--- src/rtl/gpio_lut_writer.sv ---
// gpio_lut_writer: GPIO-bus master that programs a lookup_table target.
// Writes the start address (high byte, then low byte) to ADDR_REG, then for
// every accepted word writes its high byte and then its low byte to DATA_REG.
// The target commits each word and auto-increments its address by itself.
// Each bus write is SETUP (1 cycle), w_clk HIGH (HOLD_CYCLES), w_clk LOW (HOLD_CYCLES).
// Optional feature: define GPIO_LUT_WRITER_CHECKSUM_EN to add the checksum output.
module gpio_lut_writer #(
  parameter int ADDR_REG       = 0,
  parameter int DATA_REG       = 1,
  parameter int WORD_BITS      = 16,
  parameter int HOLD_CYCLES    = 2,
  // GPIO field placement (w_clk bit, register-address field, 8-bit data field)
  parameter int GPIO_W_CLK_BIT = 0,
  parameter int GPIO_ADDR_LSB  = 8,
  parameter int GPIO_ADDR_BITS = 8,
  parameter int GPIO_DATA_LSB  = 16
) (
  input  logic                 clk,
  input  logic                 rst,
  input  logic                 start,
  input  logic [15:0]          start_addr,
  input  logic [WORD_BITS-1:0] word_in,
  input  logic                 word_valid,
  input  logic                 word_last,
  output logic                 word_ready,
  output logic [31:0]          gpio_out,
  output logic                 busy,
`ifdef GPIO_LUT_WRITER_CHECKSUM_EN
  output logic [15:0]          checksum,
`endif
  output logic                 done
);

  typedef enum logic [2:0] {IDLE, ADDR_HI, ADDR_LO, WAIT_WORD, DATA_HI, DATA_LO, DONE} state_t;
  typedef enum logic [1:0] {PH_SETUP, PH_HIGH, PH_LOW} phase_t;

  localparam int CNT_W = (HOLD_CYCLES > 1) ? $clog2(HOLD_CYCLES) : 1;
  localparam logic [CNT_W-1:0] CNT_LAST = CNT_W'(HOLD_CYCLES - 1);

  state_t           state_reg, state_next;
  phase_t           phase_reg, phase_next;
  logic [CNT_W-1:0] cnt_reg, cnt_next;
  logic [15:0]      addr_reg, addr_next;
  logic [15:0]      word_reg, word_next;
  logic             last_reg, last_next;
`ifdef GPIO_LUT_WRITER_CHECKSUM_EN
  logic [15:0]      checksum_reg, checksum_next;
`endif

  logic [15:0] word_ext;
  logic        in_write;
  logic        write_done;

  // Zero-extend the incoming word to the 16-bit LUT entry width
  for (genvar gi = 0; gi < 16; gi++) begin : g_word_ext
    if (gi < WORD_BITS) begin : g_used
      assign word_ext[gi] = word_in[gi];
    end else begin : g_zero
      assign word_ext[gi] = 1'b0;
    end
  end

  assign in_write   = (state_reg == ADDR_HI) || (state_reg == ADDR_LO) ||
                      (state_reg == DATA_HI) || (state_reg == DATA_LO);
  assign write_done = (phase_reg == PH_LOW) && (cnt_reg == CNT_LAST);

  assign word_ready = (state_reg == WAIT_WORD);
  assign busy       = (state_reg != IDLE) && (state_reg != DONE);
  assign done       = (state_reg == DONE);
`ifdef GPIO_LUT_WRITER_CHECKSUM_EN
  assign checksum   = checksum_reg;
`endif

  // State and datapath registers; async reset drops w_clk immediately
  always_ff @(posedge clk or negedge rst) begin
    if (!rst) begin
      state_reg    <= IDLE;
      phase_reg    <= PH_SETUP;
      cnt_reg      <= '0;
      addr_reg     <= '0;
      word_reg     <= '0;
      last_reg     <= 1'b0;
`ifdef GPIO_LUT_WRITER_CHECKSUM_EN
      checksum_reg <= '0;
`endif
    end else begin
      state_reg    <= state_next;
      phase_reg    <= phase_next;
      cnt_reg      <= cnt_next;
      addr_reg     <= addr_next;
      word_reg     <= word_next;
      last_reg     <= last_next;
`ifdef GPIO_LUT_WRITER_CHECKSUM_EN
      checksum_reg <= checksum_next;
`endif
    end
  end

  // Next-state: bus-write phase sequencing plus load-level state machine
  always_comb begin
    state_next    = state_reg;
    phase_next    = phase_reg;
    cnt_next      = cnt_reg;
    addr_next     = addr_reg;
    word_next     = word_reg;
    last_next     = last_reg;
`ifdef GPIO_LUT_WRITER_CHECKSUM_EN
    checksum_next = checksum_reg;
`endif

    if (in_write) begin
      case (phase_reg)
        PH_SETUP: begin
          phase_next = PH_HIGH;
          cnt_next   = '0;
        end
        PH_HIGH: begin
          if (cnt_reg == CNT_LAST) begin
            phase_next = PH_LOW;
            cnt_next   = '0;
          end else begin
            cnt_next = cnt_reg + 1'b1;
          end
        end
        PH_LOW: begin
          if (cnt_reg == CNT_LAST) begin
            phase_next = PH_SETUP;
            cnt_next   = '0;
          end else begin
            cnt_next = cnt_reg + 1'b1;
          end
        end
        default: begin
          phase_next = PH_SETUP;
          cnt_next   = '0;
        end
      endcase
    end

    case (state_reg)
      IDLE: begin
        if (start) begin
          addr_next     = start_addr;
          state_next    = ADDR_HI;
          phase_next    = PH_SETUP;
          cnt_next      = '0;
`ifdef GPIO_LUT_WRITER_CHECKSUM_EN
          checksum_next = '0;
`endif
        end
      end
      ADDR_HI: if (write_done) state_next = ADDR_LO;
      ADDR_LO: if (write_done) state_next = WAIT_WORD;
      WAIT_WORD: begin
        if (word_valid) begin
          word_next     = word_ext;
          last_next     = word_last;
          state_next    = DATA_HI;
          phase_next    = PH_SETUP;
          cnt_next      = '0;
`ifdef GPIO_LUT_WRITER_CHECKSUM_EN
          checksum_next = checksum_reg + word_ext;
`endif
        end
      end
      DATA_HI: if (write_done) state_next = DATA_LO;
      DATA_LO: if (write_done) state_next = last_reg ? DONE : WAIT_WORD;
      DONE:    state_next = IDLE;
      default: state_next = IDLE;
    endcase
  end

  // GPIO word: register select, data byte and w_clk only while a write is in progress
  always_comb begin
    logic [7:0] byte_sel;
    logic       to_addr_reg;
    gpio_out    = '0;
    byte_sel    = 8'h00;
    to_addr_reg = (state_reg == ADDR_HI) || (state_reg == ADDR_LO);
    case (state_reg)
      ADDR_HI: byte_sel = addr_reg[15:8];
      ADDR_LO: byte_sel = addr_reg[7:0];
      DATA_HI: byte_sel = word_reg[15:8];
      DATA_LO: byte_sel = word_reg[7:0];
      default: byte_sel = 8'h00;
    endcase
    if (in_write) begin
      gpio_out[GPIO_ADDR_LSB +: GPIO_ADDR_BITS] =
        to_addr_reg ? GPIO_ADDR_BITS'(ADDR_REG) : GPIO_ADDR_BITS'(DATA_REG);
      gpio_out[GPIO_DATA_LSB +: 8]  = byte_sel;
      gpio_out[GPIO_W_CLK_BIT]      = (phase_reg == PH_HIGH);
    end
  end

endmodule

--- config.mk ---
export PLATFORM = sky130hd
export DESIGN_NAME = gpio_lut_writer
export DESIGN_NICKNAME = d
export VERILOG_FILES = /design/src/rtl/gpio_lut_writer.sv
export SDC_FILE = /design/constraint.sdc
export NUM_CORES = 1
export LEC_CHECK = 0
export ABC_AREA = 1
export CORE_ASPECT_RATIO = 1.4
export CORE_UTILIZATION = 50
export DETAILED_ROUTE_END_ITERATION = 8
export GPL_TIMING_DRIVEN = 0
export PLACE_DENSITY_LB_ADDON = 0.3
export REMOVE_ABC_BUFFERS = 1
export SLEW_MARGIN = 5
export SYNTH_ARGS = -nofsm -noshare
export SYNTH_HDL_FRONTEND = slang
export SYNTH_SLANG_ARGS = --single-unit
--- constraint.sdc ---
create_clock -name clk -period 3.21 [get_ports clk]
set_input_delay 0.963 -clock clk [delete_from_list [all_inputs] [get_ports clk]]
set_output_delay 0.963 -clock clk [all_outputs]
set_load 0.05 [all_outputs]
==> out/qor.yml, run 1 <==
global_route:
  grt_pass1_wl_um: 8030
  grt_max_degree: 40
  antenna_found_initial: 0
  grt_overflow: 0
  grt_util_all_layers_pct: 22.7
  grt_pass1_vias: 1902
layout:
  stdcell_area_mm2: 0.00277
  utilization_pct: 64.8
  areaGrowthSynthToFinish_pct: 23.9
  layout-drive-gt1-share_pct: 8.88
  final_common_cell: "nand2_1"
  final_cells: 398
  diodes: 0
  layout_common_cells: "nand2_1 (120), dfrtp_1 (39), clkdlybuf4s50_1 (38)"
  nets: 379
detailed_routing:
  final_antenna_net_count: 0
  first_pass_iters: 7
  remaining_drc_errors: 0
  wl_per_cell_um: 12.0
  drt_iter0_drc: 74
  viasPerCell: 4.92
  drt_wl_total_um: 4790
  via_count: 1960
timing:
  finClkSkew_ns: 0.00758
  holdWs_ns: 0.476
  fmax_mhz: 319
  finalWorstSetupSlack_ns: 0.0721
  rsz0062_at_grt: "true"
  worst_pin_slew_ns: 0.724
  max-slew-margin-rel_pct: 51.6
  min_period_ns: 3.14
  setup_tns_ns: 0
  setup_violations: 0
  layout_worst_path_cycle_share_pct: 97.8
  hold_viol_final: 0
  slew_violations: 0
clock_tree:
  cts.sinks: 39
  clk_latency_ns: 0.29
  cts_setup_buffers: 0
  clock_path_buffers: 2
  clk_transition_reported_paths_ns: 0.08
  cts-root-buf: "clkbuf_8"
  cts_tree: "built"
  htree_levels: 2
  cts_made_buffers: 5
placement:
  place_ws_ns: 0.139
  place_area_mm2: 0.00266
  dpl.hpwl_um: 3400
  place_congestion: 0.807
  dp_cells: 390
  portBuffers: 49
worst_setup_path:
  end_kind: "output port"
  start_kind: "register"
  worstPathRequired_ns: 2.25
  critPathMaxFanout: 8
  arrival_ns: 2.17
  critPathKind: "register to output port"
yosys:
  synth_area_mm2: 0.00224
  synth_cell_types: 23
  syn_inst: 291
  synth_seq_cells: 39
  yosysSeqAreaShare_pct: 43.6
  syn_avg_cell_area_um2: 7.68
  yosys_warnings: 0
floorplanning:
  rows: 28
  io_pins: 72
  die_h_um: 81.1
  die_x_um: 58.5
  start_util_pct: 52.3
  coreArea_mm2: 0.00427
  die_area_mm2: 0.00475
power_and_ir_drop:
  powerDensity_mw_per_mm2: 997
  ir_worst_vdd_mv: 0.689
  p_leak_nw: 1.48
  finalPower_mw: 2.76
worst_hold_path:
  hold_path.class: "register to register"
run_status:
  outcome: "complete, no violations"
flow_run:
  drv_cap: 0
[cell families (layout without fill, tap and decap cells)]
logic type                 after synthesis  after routing  share of synthesized area, %
AOI/OAI and AO/OA                        7              7                          1.68
adders and majority gates                5              5                          2.80
buffers and inverters                   50             76                          13.8
DFF                                     39             39                          43.6
other                                    1             22                         0.168
and+or+nand+nor                        189            189                          37.9
[power breakdown]
part	leakage [nW]	switching (mW)	internal (mW)
sequential	0.491	0.164	0.718
clock	0.0654	0.176	0.311
combinational	0.920	0.979	0.414
[cell usage after synthesis]
library cell	number	area share, %
nand4_1	9	2.5
nand3_4	1	0.78
nor2_2	3	0.84
ha_1	5	2.8
nor2_4	1	0.50
nand3b_1	1	0.34
nand2_2	4	1.1
dfrtp_1	39	44
conb_1	1	0.17
nand2_1	120	20
nand3_2	2	0.90
nand3_1	37	8.3
clkbuf_1	2	0.34
nor2_1	9	1.5
a21oi_1	2	0.45
o21a_1	1	0.34
buf_4	23	7.7
inv_2	5	0.84
nand2_4	2	1.0
buf_6	4	2.0
o21ai_0	4	0.90
buf_2	3	0.67
inv_1	13	2.2
[final cells by class]
cell class	instances	area, um^2
Sequential cell	39	976
Tap cell	60	75.1
Multi-Input combinational cell	223	1030
Clock buffer	6	72.6
Inverter	18	67.6
Clock inverter	2	60.1
Fill cell	393	1500
Timing Repair Buffer	50	488
[metal layers]
layer	GRT usage [%]	part of all wire, %	vias to the layer above
met4	9.29	1.7	0
met1	25.1	39	922
met5	0	0	-
met2	42.0	54	66
met3	4.46	5.3	8
li1	-	-	964
[final timing paths]
| kind | start | to | slack, ns | cells past startpoint |
|---|---|---|---|---|
| max | state_reg[0] | gpio_out[21] | 0.07 | 6 |
| min | word_reg[1] | word_reg[1] | 0.48 | 2 |
| max reg2reg | state_reg[0] | word_reg[11] | 1.46 | 5 |
| min reg2reg | word_reg[1] | word_reg[1] | 0.48 | 2 |
| max in group asynchronous | rst | word_reg[3] | 2.40 | 2 |
| min in group asynchronous | rst | addr_reg[13] | 0.62 | 2 |
[repair_timing]
item                       in CTS  in global routing
resized for setup               9                  9
setup endpoints to repair       9                  8
pin swaps                       0                  0
hold buffers                    0                  0
[critical path, stage by stage (launching register included)]
cell             delay [ns]
dfrtp_1                0.50
inv_2                  0.14
nand3_1                0.20
inv_1                  0.30
nand2_1                0.10
nand4_1                0.12
clkdlybuf4s15_1        0.51
No activity file was read; power rests on OpenSTA's default activity.
==> run 2: changes to the inputs <==
--- a/config.mk
+++ b/config.mk
@@ -6,7 +6,6 @@
 export NUM_CORES = 1
 export LEC_CHECK = 0
 export ABC_AREA = 1
-export CORE_ASPECT_RATIO = 1.4
 export CORE_UTILIZATION = 50
 export DETAILED_ROUTE_END_ITERATION = 8
 export GPL_TIMING_DRIVEN = 0
==> run 2 against run 1 <==
Effect of this change: clock-buffer cell count is the same; via count decreased by 3.2%; global-route usage decreased by 0.82 points; sequential power up 1%; flip-flop and latch count unchanged; utilization rose by 1.7 points; register-to-register slack improved by 0.11 ns; sequential share of layout area increased by 0.19 points; clock power barely moved; highest routed layer unchanged.
==> out/qor.yml, run 2 (same netlist as run 1, synthesis figures left out) <==
worst_setup_path:
  crit_family: "buffers and inverters"
  start_kind: "register"
  end_kind: "output port"
  arrival_ns: 2.12  # -0.05 ns
  worstPathRequired_ns: 2.25  # about the same
  cp_slowest_cell: "dlygate4sd2_1"
  path_cells: "inv_2 -> nand3_1 -> inv_1 -> nand2_1 -> nand4_1 -> dlygate4sd2_1"
  critPathMaxFanout: 8  # unchanged
  crit_buf_inv: 3  # unchanged
  critPathKind: "register to output port"
  slowest_delay_ns: 0.53  # +0.02 ns
timing:
  finClkSkew_ns: 0.00584  # -0.00174 ns
  setup_tns_ns: 0  # unchanged
  hold_viol_final: 0  # unchanged
  holdWs_ns: 0.474  # -0.00173 ns
  slew_violations: 0  # unchanged
  fmax_mhz: 324  # +1.8%
  setup_violations: 0  # unchanged
  worst_pin_slew_ns: 0.834  # +0.110 ns
  max-slew-margin-rel_pct: 44.4  # -7.2 points
  rsz0062_at_grt: "false"
  finalWorstSetupSlack_ns: 0.128  # +0.0562 ns
  min_period_ns: 3.08  # -0.0562 ns
  layout_worst_path_cycle_share_pct: 96.0  # -1.7 points
floorplanning:
  io_pins: 72  # unchanged
  die_area_mm2: 0.00474  # about the same
  rows: 23  # -18%
  start_util_pct: 54.0  # +1.6 points
  die_x_um: 68.9  # +18%
  die_h_um: 68.9  # -15%
  coreArea_mm2: 0.00414  # -3.0%
global_route:
  grt_pass1_wl_um: 7530  # -6.3%
  grt_pass1_vias: 1676  # -12%
  grt_max_degree: 40  # unchanged
  grt_util_all_layers_pct: 21.9  # -0.82 points
  antenna_found_initial: 0  # unchanged
  grt_overflow: 0  # unchanged
layout:
  layout-drive-gt1-share_pct: 7.72  # -1.2 points
  utilization_pct: 66.5  # +1.7 points
  layout_common_cells: "nand2_1 (120), dfrtp_1 (39), clkdlybuf4s50_1 (38)"
  final_common_cell: "nand2_1"
  areaGrowthSynthToFinish_pct: 23.2
  diodes: 0  # unchanged
  nets: 378  # -0.26%
  final_cells: 387  # -2.8%
  stdcell_area_mm2: 0.00276  # -0.54%
clock_tree:
  cts-root-buf: "clkbuf_8"
  clk_transition_reported_paths_ns: 0.07  # about the same
  cts.sinks: 39  # unchanged
  cts_made_buffers: 5  # unchanged
  cts_tree: "built"
  cts_setup_buffers: 0  # unchanged
  htree_levels: 2  # unchanged
  clock_path_buffers: 2  # unchanged
  clk_latency_ns: 0.30  # about the same
worst_hold_path:
  hold_path.class: "register to register"
placement:
  place_congestion: 0.917  # +14%
  dpl.hpwl_um: 3460  # +1.8%
  dp_cells: 379  # -2.8%
  portBuffers: 49  # unchanged
  place_ws_ns: 0.184  # +0.0450 ns
  place_area_mm2: 0.00262  # -1.2%
detailed_routing:
  viasPerCell: 4.90  # -0.41%
  drt_iter0_drc: 146  # +97%
  remaining_drc_errors: 0  # unchanged
  first_pass_iters: 4  # -3
  wl_per_cell_um: 12.2  # +1.6%
  via_count: 1898  # -3.2%
  drt_wl_total_um: 4730  # -1.3%
  final_antenna_net_count: 0  # unchanged
power_and_ir_drop:
  pwr-share-clk_pct: 17.4  # -0.2 points
  pwr-share-comb_pct: 50.5  # about the same
  powerDensity_mw_per_mm2: 1010  # +1.2%
  ir_worst_vdd_mv: 0.455  # -34%
  p_sw_mw: 1.33  # +0.61%
  p_leak_nw: 1.48  # +0.42%
  intPower_mw: 1.45  # +0.71%
  swShare_pct: 47.7  # about the same
  finalPower_mw: 2.78  # +0.66%
  seqPwrFrac_pct: 32.1  # about the same
run_status:
  outcome: "complete, no violations"
flow_run:
  drv_cap: 0  # unchanged
[run 2: changes by cell type in the layout (fill, tap and decap cells not counted)]
| cell | change |
|---|---|
| buf_12 | -1 |
| clkbuf_2 | -3 |
| clkdlybuf4s15_1 | +2 |
| dlymetal6s2s_1 | +1 |
[run 2: area by class of cell]
class / count / area, um^2
clock buffer: 6 / 72.6
timing repair buffer: 49 / 485
multi-input combinational: 223 / 1030
tap: 50 / 62.6
sequential: 39 / 976
fill: 377 / 1390
inverter: 18 / 67.6
clock inverter: 2 / 60.1
[run 2: worst reg2reg max path, cell delays in order, from the launching register on]
cell,delay [ns]
dfrtp_1,0.53
nand2_2,0.11
nor2_4,0.37
nand2_2,0.31
nand2_1,0.15
nand2_1,0.06
[run 2: power by group through the flow]
stage               registers, mW  logic, mW  clock network (mW)
finish                      0.893       1.40               0.483
global route                0.919       1.56               0.514
CTS                         0.889       1.40               0.483
detailed placement          0.894       1.44                   0
global placement            0.889       1.41                   0
floorplan                   0.846       1.06                   0
[run 2: worst paths after layout]
kind | start | endpoint | slack, ns | depth (start not counted)
min | word_reg[14] | word_reg[14] | 0.47 | 2
max in group asynchronous | rst | addr_reg[5] | 1.92 | 1
min reg2reg | word_reg[14] | word_reg[14] | 0.47 | 2
min in group asynchronous | rst | state_reg[0] | 0.76 | 1
max | state_reg[0] | gpio_out[19] | 0.13 | 6
max reg2reg | state_reg[0] | word_reg[15] | 1.57 | 5
[run 2: per-layer routing]
layer | global-route usage [%] | up-vias | routed length [um]
li1 | - | 967 | -
met1 | 28.7 | 859 | 2220
met2 | 36.2 | 68 | 2200
met3 | 3.95 | 4 | 266
met4 | 7.65 | 0 | 43
met5 | 0 | - | 0
[run 2: timing repair]
| action | in CTS | in global routing |
|---|---|---|
| hold buffers | 0 | 0 |
| resized for setup | 8 | 6 |
| endpoints found under the setup margin | 8 | 6 |
